File: config.mk
export PLATFORM = sky130hd
export DESIGN_NAME = reg_dump
export DESIGN_NICKNAME = d
export VERILOG_FILES = /design/src/rtl/reg_dump_pkg.sv /design/src/rtl/reg_dump.sv
export SDC_FILE = /design/constraint.sdc
export NUM_CORES = 1
export LEC_CHECK = 0
export BUFFER_PORTS_ARGS = -buffer_cell sky130_fd_sc_hd__buf_2
export CAP_MARGIN = 20
export CELL_PAD_IN_SITES_DETAIL_PLACEMENT = 0
export CELL_PAD_IN_SITES_GLOBAL_PLACEMENT = 1
export CORE_MARGIN = 2
export CORE_UTILIZATION = 40
export DETAILED_ROUTE_END_ITERATION = 7
export HOLD_SLACK_MARGIN = 0.06
export PLACE_DENSITY = 0.84
export SYNTH_ARGS = -nofsm -noshare
export SYNTH_HDL_FRONTEND = slang
export SYNTH_SLANG_ARGS = --single-unit
File: constraint.sdc
create_clock -name clk -period 5.3 [get_ports clk]
set_clock_uncertainty 0.2 [all_clocks]
set_input_delay 0.53 -clock clk [delete_from_list [all_inputs] [get_ports clk]]
set_output_delay 0.53 -clock clk [all_outputs]
set_load 0.02 [all_outputs]
File: src/rtl/reg_dump_pkg.sv
`default_nettype none
// ============================================================================
//  Module      : reg_dump_pkg
//  Description : Shared CPU constants for the register-dump block: register
//                file geometry and the dump FSM state encoding.
//  Revision    : 1.0 - initial release
// ============================================================================
package reg_dump_pkg;

    // Register file geometry
    localparam int c_NUM_REGS = 32;
    localparam int c_IDX_W    = 5;
    localparam int c_DATA_W   = 32;

    // Dump FSM state encoding
    localparam int          c_ST_W    = 2;
    localparam logic [1:0]  c_ST_IDLE = 2'd0;
    localparam logic [1:0]  c_ST_READ = 2'd1;
    localparam logic [1:0]  c_ST_HOLD = 2'd2;
    localparam logic [1:0]  c_ST_FIN  = 2'd3;

endpackage : reg_dump_pkg
`default_nettype wire

File: src/rtl/reg_dump.sv
`default_nettype none
// ============================================================================
//  Module      : reg_dump
//  Description : Walks the register file from FIRST_REG to LAST_REG through an
//                external combinational read port and streams each value out
//                over a valid/ready interface, one word per READ/HOLD pair.
//  Revision    : 1.0 - initial release
// ============================================================================
module reg_dump
    import reg_dump_pkg::*;
#(
    parameter int FIRST_REG = 0,
    parameter int LAST_REG  = 31
) (
    input  logic                  clk,
    input  logic                  clrn,
    input  logic                  start,
    input  logic                  abort,
    output logic [c_IDX_W-1:0]    rd_addr,
    input  logic [c_DATA_W-1:0]   rd_data,
    output logic                  out_valid,
    input  logic                  out_ready,
    output logic [c_DATA_W-1:0]   out_data,
    output logic [c_IDX_W-1:0]    out_idx,
    output logic                  out_last,
    output logic                  busy,
    output logic                  done
);

    // Index bounds, clamped to the register file so idx can never run past it
    localparam int c_LAST_INT  = (LAST_REG < c_NUM_REGS) ? LAST_REG : (c_NUM_REGS - 1);
    localparam int c_FIRST_INT = (FIRST_REG < c_LAST_INT) ? FIRST_REG : c_LAST_INT;
    localparam logic [c_IDX_W-1:0] c_FIRST_IDX = c_IDX_W'(c_FIRST_INT);
    localparam logic [c_IDX_W-1:0] c_LAST_IDX  = c_IDX_W'(c_LAST_INT);

    logic [c_ST_W-1:0]   r_state;
    logic [c_ST_W-1:0]   w_next_state;
    logic [c_IDX_W-1:0]  r_idx;
    logic                r_out_valid;
    logic [c_DATA_W-1:0] r_out_data;
    logic [c_IDX_W-1:0]  r_out_idx;

    logic w_handshake;
    logic w_at_last;

    assign w_handshake = r_out_valid & out_ready;
    assign w_at_last   = (r_idx == c_LAST_IDX);

    // State register
    always_ff @(posedge clk or negedge clrn) begin
        if (!clrn) begin
            r_state <= c_ST_IDLE;
        end else begin
            r_state <= w_next_state;
        end
    end

    // Next-state logic; abort wins over everything, including start in IDLE
    always_comb begin
        w_next_state = r_state;
        case (r_state)
            c_ST_IDLE: begin
                if (!abort && start) begin
                    w_next_state = c_ST_READ;
                end
            end
            c_ST_READ: begin
                w_next_state = abort ? c_ST_IDLE : c_ST_HOLD;
            end
            c_ST_HOLD: begin
                if (abort) begin
                    w_next_state = c_ST_IDLE;
                end else if (w_handshake) begin
                    w_next_state = w_at_last ? c_ST_FIN : c_ST_READ;
                end
            end
            c_ST_FIN: begin
                w_next_state = c_ST_IDLE;
            end
            default: begin
                w_next_state = c_ST_IDLE;
            end
        endcase
    end

    // Index counter and output word capture/hold
    always_ff @(posedge clk or negedge clrn) begin
        if (!clrn) begin
            r_idx       <= '0;
            r_out_valid <= 1'b0;
            r_out_data  <= '0;
            r_out_idx   <= '0;
        end else begin
            case (r_state)
                c_ST_IDLE: begin
                    if (!abort && start) begin
                        r_idx <= c_FIRST_IDX;
                    end
                end
                c_ST_READ: begin
                    // The word is sampled here, so a write landing on this
                    // same edge is not seen
                    if (!abort) begin
                        r_out_data  <= rd_data;
                        r_out_idx   <= r_idx;
                        r_out_valid <= 1'b1;
                    end
                end
                c_ST_HOLD: begin
                    if (abort || w_handshake) begin
                        r_out_valid <= 1'b0;
                    end
                    // Increment stops at the last index, so no wrap at 31
                    if (!abort && w_handshake && !w_at_last) begin
                        r_idx <= r_idx + c_IDX_W'(1);
                    end
                end
                default: begin
                    r_out_valid <= 1'b0;
                end
            endcase
        end
    end

    // Moore-style outputs decoded from state; done is masked by a late abort
    always_comb begin
        rd_addr  = '0;
        busy     = (r_state != c_ST_IDLE);
        done     = (r_state == c_ST_FIN) && !abort;
        out_last = r_out_valid && (r_out_idx == c_LAST_IDX);
        if ((r_state == c_ST_READ) || (r_state == c_ST_HOLD)) begin
            rd_addr = r_idx;
        end
    end

    assign out_valid = r_out_valid;
    assign out_data  = r_out_data;
    assign out_idx   = r_out_idx;

endmodule : reg_dump
`default_nettype wire

=== After elaboration in Yosys (flattened, before gate mapping) ===
Cells that the tools add are included.

* Bits in registers: 45
* Latch bits: 0
* RAM bits: 0
* ROM bits: 0
* Input bits: 37
* Output and inout bits: 46
* Memories kept: 0

* Add/sub/neg operators: 1
* Multiply operators: 0
* Divide/modulo/power cells: 0
* Order comparisons: 0
* Equal/unequal tests: 10
* Shifts and indexed selects: 0
* Multiplexer cells: 13
* Bitwise gates (word level): 3
* Reduce and logical (&&, ||, !) cells: 16

{| class="wikitable"
|+ Operator list
! operator !! number
|-
| 5-bit 2-to-1 mux || 3
|-
| 5-bit equality test (second input constant) || 2
|-
| 2-bit 2-to-1 mux || 5
|-
| 5-bit one-hot mux with 2 select lines || 1
|-
| 2-bit != test (second input constant) || 4
|-
| 2-bit one-hot mux with 4 select lines || 1
|-
| 3-bit AND reduction || 2
|-
| 5-bit by 1-bit adder with 5-bit output (second input constant) || 1
|-
| 1-bit logical AND || 5
|-
| 2-bit equality test (second input constant) || 2
|-
| 2-bit AND reduction || 2
|-
| 2-bit nonzero test || 2
|-
| 3-bit != test (second input constant) || 1
|-
| 1-bit one-hot mux with 3 select lines || 1
|-
| 2-bit by 1-bit equality test with 1-bit output (second input constant) || 1
|-
| 1-bit zero test || 2
|-
| 2-bit zero test || 1
|-
| 1-bit logical OR || 2
|-
| 1-bit 2-to-1 mux || 2
|-
| 1-bit NOT || 2
|-
| 1-bit AND || 1
|}

=== Longest topological paths before layout ===
* Depth in word-level cells: 5
* Mapped depth: 6
* Depth with buffers taken out: 6

=== Worst setup path before layout ===
Ideal clock, no wire load.

* Kind: flip-flop to flip-flop
* Start: register r_idx[0]
* End: register r_idx[4]
* Setup time: 0.126 ns
* Arrival: 1.789 ns
* Required time: 4.974 ns
* Path slack: 3.185 ns
* Stages on the path, launching flop included: 7
* Buffers on the path: 0
* Period minus slack after synthesis: 2.115 ns
* Cell sequence: dfrtp_1 ha_1 and3_1 ha_1 nand4b_4 a211o_1 a221o_1

* Word-level cells in the longest chain between the ends: 5
* Elaborated cells on any way between the ends: 8
* Classes of those cells: add/sub (1); eq/ne (2); mux (2); reduce/logical (3)

{| class="wikitable"
|+ RTL lines
! item !! line !! text
|-
| start, declared || reg_dump.sv:38 || <nowiki>logic [c_IDX_W-1:0] r_idx;</nowiki>
|-
| start signal, assigned || reg_dump.sv:97 || <nowiki>r_idx <= c_FIRST_IDX;</nowiki>
|-
| start signal, assigned || reg_dump.sv:115 || <nowiki>r_idx <= r_idx + c_IDX_W'(1);</nowiki>
|-
| branches (longest 5 deep; another with 5-bit by 1-bit adder with 5-bit output) || n/a ||
|}

Several ways; the timed one is not identified. The select of a mux whose other input is x is not followed.
A chain may end at the register's enable or synchronous reset.

=== Worst setup path after layout ===
* Start: register r_state[1]
* End: register r_out_idx[3] (netlist: out_idx[3])

* Word-level cells in the longest chain between the ends: 2

{| class="wikitable"
|+ RTL lines
! item !! line !! text
|-
| start, declared || reg_dump.sv:36 || <nowiki>logic [c_ST_W-1:0] r_state;</nowiki>
|-
| start signal, assigned || reg_dump.sv:52 || <nowiki>r_state <= c_ST_IDLE;</nowiki>
|-
| start signal, assigned || reg_dump.sv:54 || <nowiki>r_state <= w_next_state;</nowiki>
|-
| 2-bit by 1-bit equality test with 1-bit output || reg_dump.sv:94 || <nowiki>case (r_state)</nowiki>
|-
| 2-bit AND reduction (no line) || n/a ||
|-
| end signal, assigned || reg_dump.sv:105 || <nowiki>r_out_idx <= r_idx;</nowiki>
|-
| end, declared || reg_dump.sv:41 || <nowiki>logic [c_IDX_W-1:0] r_out_idx;</nowiki>
|}

Every way passes these cells.

==> metrics.json <==
{
  "pwr": {
    "cellPowerDensity_nw_per_um2": 567,
    "static-leakage-power_nw": 1.34,
    "peakVddDrop_mv": 0.257
  },
  "min_path": {
    "tightest_hold_check_type": "in -> reg",
    "timing.hold.worst.start": "rd_data[28]",
    "timing.hold.worst_endpoint": "out_data[28]$_DFFE_PN0P_",
    "min_delay_path_depth": 2
  },
  "detailed_routing": {
    "overall_routed_net_length_mm": 4.05,
    "avgViaCountPerCell": 4.69,
    "count_of_vias_placed_by_the_detailed_router": 1394,
    "route.detailed.wl_per_inst_um": 13.6,
    "initialDrtViolationCount": 40,
    "antenna_violating_nets_left": 0,
    "dr_wl_met2_mm": 2.08,
    "routed-wl-met3_um": 162,
    "dr.max_layer_used": "met4",
    "number_of_detailed_routing_iterations_run_before_antenna_repair": 4,
    "route.detailed.drc": 0,
    "met1Wirelength_mm": 1.77
  },
  "yosys": {
    "synthesized_area_per_cell_um2": 13.9,
    "seq_area_frac_synth_pct": 56.4,
    "mappedNetlistArea_um2": 2000,
    "netlist.top_cell.by_area": "dfrtp_1",
    "number_of_enable_flip_flop_cells_after_synthesis": 0,
    "ys_types": 30,
    "synthesis.nets": 188,
    "postSynth.asyncResetShare_pct": 100,
    "yosys_warnings": 0,
    "post_synth_main_area_contributors": "dfrtp_1, mux2_2, ha_1",
    "yosys.area.top_type_share_pct": 56.4,
    "synthesis.instances": 144,
    "ys_flop_type": "dfrtp_1",
    "synth-seq-cells": 45
  },
  "clock_tree": {
    "path_clk_slew_ps": 90,
    "clk-insertion-delay-late_ps": 280,
    "cts-htree-levels": 2,
    "cts_post_setup_buffers_inserted": 0,
    "clock_path_buffers": 2,
    "root_buffer": "clkbuf_8",
    "cts-buffers-inserted": 5,
    "tritoncts_clock_tree": "yes",
    "clock-sinks": 45
  },
  "critical_path": {
    "worstSetupEndpointType": "flip-flop",
    "slowest_stage_cell_crit_path": "nor2b_4",
    "reg2reg_to": "out_idx[3]$_DFFE_PN0P_",
    "r2r-start": "r_state[1]$_DFFE_PN0P_",
    "critPathLaunchType": "flip-flop",
    "critical_path_origin": "r_state[1]$_DFFE_PN0P_",
    "worstPathArrival_ps": 2260,
    "critical_path.cell_chain": "inv_1 -> ha_1 -> nor2b_4 -> mux2_2",
    "required_ps": 5260,
    "reg2reg_setup_slack_ps": 3000,
    "worst_setup_path_type": "reg -> reg",
    "crit_path_max_incr_delay_ps": 830,
    "cp_max_fo": 37,
    "r2r_cells": 4
  },
  "timing": {
    "final-hold-violation-count": 0,
    "minimum_period_implied_by_the_final_worst_setup_slack_ps": 2300,
    "post-route-worst-setup-slack_ps": 3000,
    "grt_setup_unrepaired": "no",
    "setup_tns_ps": 0,
    "hold_slack_ps": 268,
    "final-max-slew-violation-count": 0,
    "setup_viol": 0,
    "max_freq_mhz": 436,
    "min_period_over_period_pct": 43.3,
    "tightest_slew_ps": 1010,
    "slew_headroom_pct": 32.6
  },
  "global_route": {
    "grt_max_degree": 46,
    "grt_pass1_wl_mm": 6.09,
    "initial_antenna_violation_count": 0,
    "grtUsageTotal_pct": 14.4,
    "global_route.overflow_total": 0,
    "via_count_of_the_first_global_routing_pass": 1323
  },
  "finish": {
    "drive_gt1_share_pct": 57.4,
    "flow.area_growth_from_synthesis_pct": 30.4,
    "n_antenna_cell": 0,
    "filler_cell_count": 433,
    "design.final.nets": 273,
    "final_area_um2": 2600
  },
  "die": {
    "io_pins": 83,
    "floorplan.die.height_um": 74.6,
    "dieArea_um2": 5570,
    "number_of_standard_cell_rows_in_the_floorplan": 25,
    "initial_utilization_pct": 42.0,
    "die_w_um": 74.6,
    "core_area_um2": 4750
  },
  "placed_design": {
    "detailedPlace.worstSlack_ps": 2980,
    "finalWeightedCongestion": 0.773,
    "place.port_buffers": 82,
    "dp_hpwl_mm": 2.89,
    "dpl-instance-area_um2": 2460
  },
  "run": {
    "max_cap_violations": 0
  },
  "status": {
    "run_status": "finished clean"
  }
}
-- metrics by stage --
| step | instances | utilization [%] | power (mW) |
|---|---|---|---|
| global placement | 287 | 51.8 | 1.23 |
| global route | 297 | 54.7 | 1.58 |
| finish | 297 | 54.7 | 1.48 |
| detailed placement | 287 | 51.8 | 1.24 |
| CTS | 295 | 54.1 | 1.50 |
| floorplan | 144 | - | 1.02 |
-- cells in the final DEF (no fill, tap or decap) --
cell,synthesis,routed
nor3b_1,2,2
o211a_1,1,1
ha_1,7,7
a2bb2oi_1,1,1
mux2i_1,2,2
and2b_1,1,1
and3_2,2,2
dlygate4sd3_1,0,1
nand2_1,4,4
and3_1,1,1
nand4b_4,1,1
a211o_1,2,2
a32oi_1,1,1
dfrtp_1,45,45
nor2b_4,0,1
o21ai_0,3,3
nor2b_1,2,1
nor4_1,2,2
nand3_1,1,1
a21oi_1,2,2
clkbuf_1,1,1
nor3_1,3,3
a221o_1,2,2
and2_1,5,5
nand4_1,1,1
mux2_2,38,38
buf_12,0,1
nor2_1,1,1
clkbuf_8,0,5
inv_1,5,5
nand2b_1,2,2
o31ai_1,1,1
clkinv_4,0,1
bufinv_16,0,1
buf_2,2,82
-- repair_timing --
action | 4_1_cts | 5_1_grt
hold buffers | 0 | 1
endpoints found under the hold margin | 0 | 11
gates resized for setup | 0 | 0
-- per-layer routing --
layer / vias to the layer above / GRT usage (%)
li1: 683 / -
met1: 673 / 18.3
met2: 36 / 25.1
met3: 2 / 2.14
met4: 0 / 5.36
met5: - / 0
-- worst max path at each step --
stage / end / depth (start not counted)
floorplan: r_idx[4]$_DFFE_PN0P_ / 6
finish: out_idx[3]$_DFFE_PN0P_ / 4
global placement: out_data[2]$_DFFE_PN0P_ / 3
detailed placement: out_data[0]$_DFFE_PN0P_ / 3
CTS: out_idx[3]$_DFFE_PN0P_ / 4
global route: out_data[10]$_DFFE_PN0P_ / 4
-- cell families (layout without fill, tap and decap cells) --
group                      count (synthesis)  in the layout  synth area share, %
DFF                                       45             45                 56.4
muxes                                     40             40                 22.4
and+or+nand+nor                           28             28                 9.09
AOI/OAI and AO/OA                         13             13                 4.89
buffers and inverters                     11             97                 2.76
adders and majority gates                  7              7                 4.39
-- flip-flops by register name, indices dropped and copies added (netlist names) --
| name | cells |
|---|---|
| out_valid | 1 |
| r_idx | 5 |
| r_state | 2 |
| out_data | 32 |
| out_idx | 5 |
-- power breakdown --
part / switching (mW) / internal, mW / total [mW]
Combinational: 0.377 / 0.287 / 0.664
Clock: 0.112 / 0.142 / 0.254
Sequential: 0.0726 / 0.486 / 0.559
-- synthesized netlist by cell type (all sizes together) (2+ instances only) --
| master | instances |
|---|---|
| dfrtp | 45 |
| mux2 | 38 |
| ha | 7 |
| and2 | 5 |
| buf | 5 |
| inv | 5 |
| nand2 | 4 |
| and3 | 3 |
| nor3 | 3 |
| o21ai | 3 |
| a211o | 2 |
| a21oi | 2 |
| a221o | 2 |
| mux2i | 2 |
| nand2b | 2 |
| nor2b | 2 |
| nor3b | 2 |
| nor4 | 2 |
-- cell type report --
class	instances	area (µm²)	share of cell area (%)
clock buffers	6	72.6	2.79
clock inverters	2	38.8	1.49
inverters	5	18.8	0.721
multi-input cells	88	822	31.6
flip-flops and latches	45	1130	43.3
well taps	67	83.8	3.22
repair buffers	84	440	16.9
-- critical path, delay by kind of cell (launching register included) --
family | cells | cell delay [ps]
buffers and inverters | 1 | 110
AND/OR/NAND/NOR | 1 | 830
multiplexers | 1 | 430
flip-flops | 1 | 410
adder cells (fa/ha/maj) | 1 | 190
No activity file was read; power rests on OpenSTA's default activity.
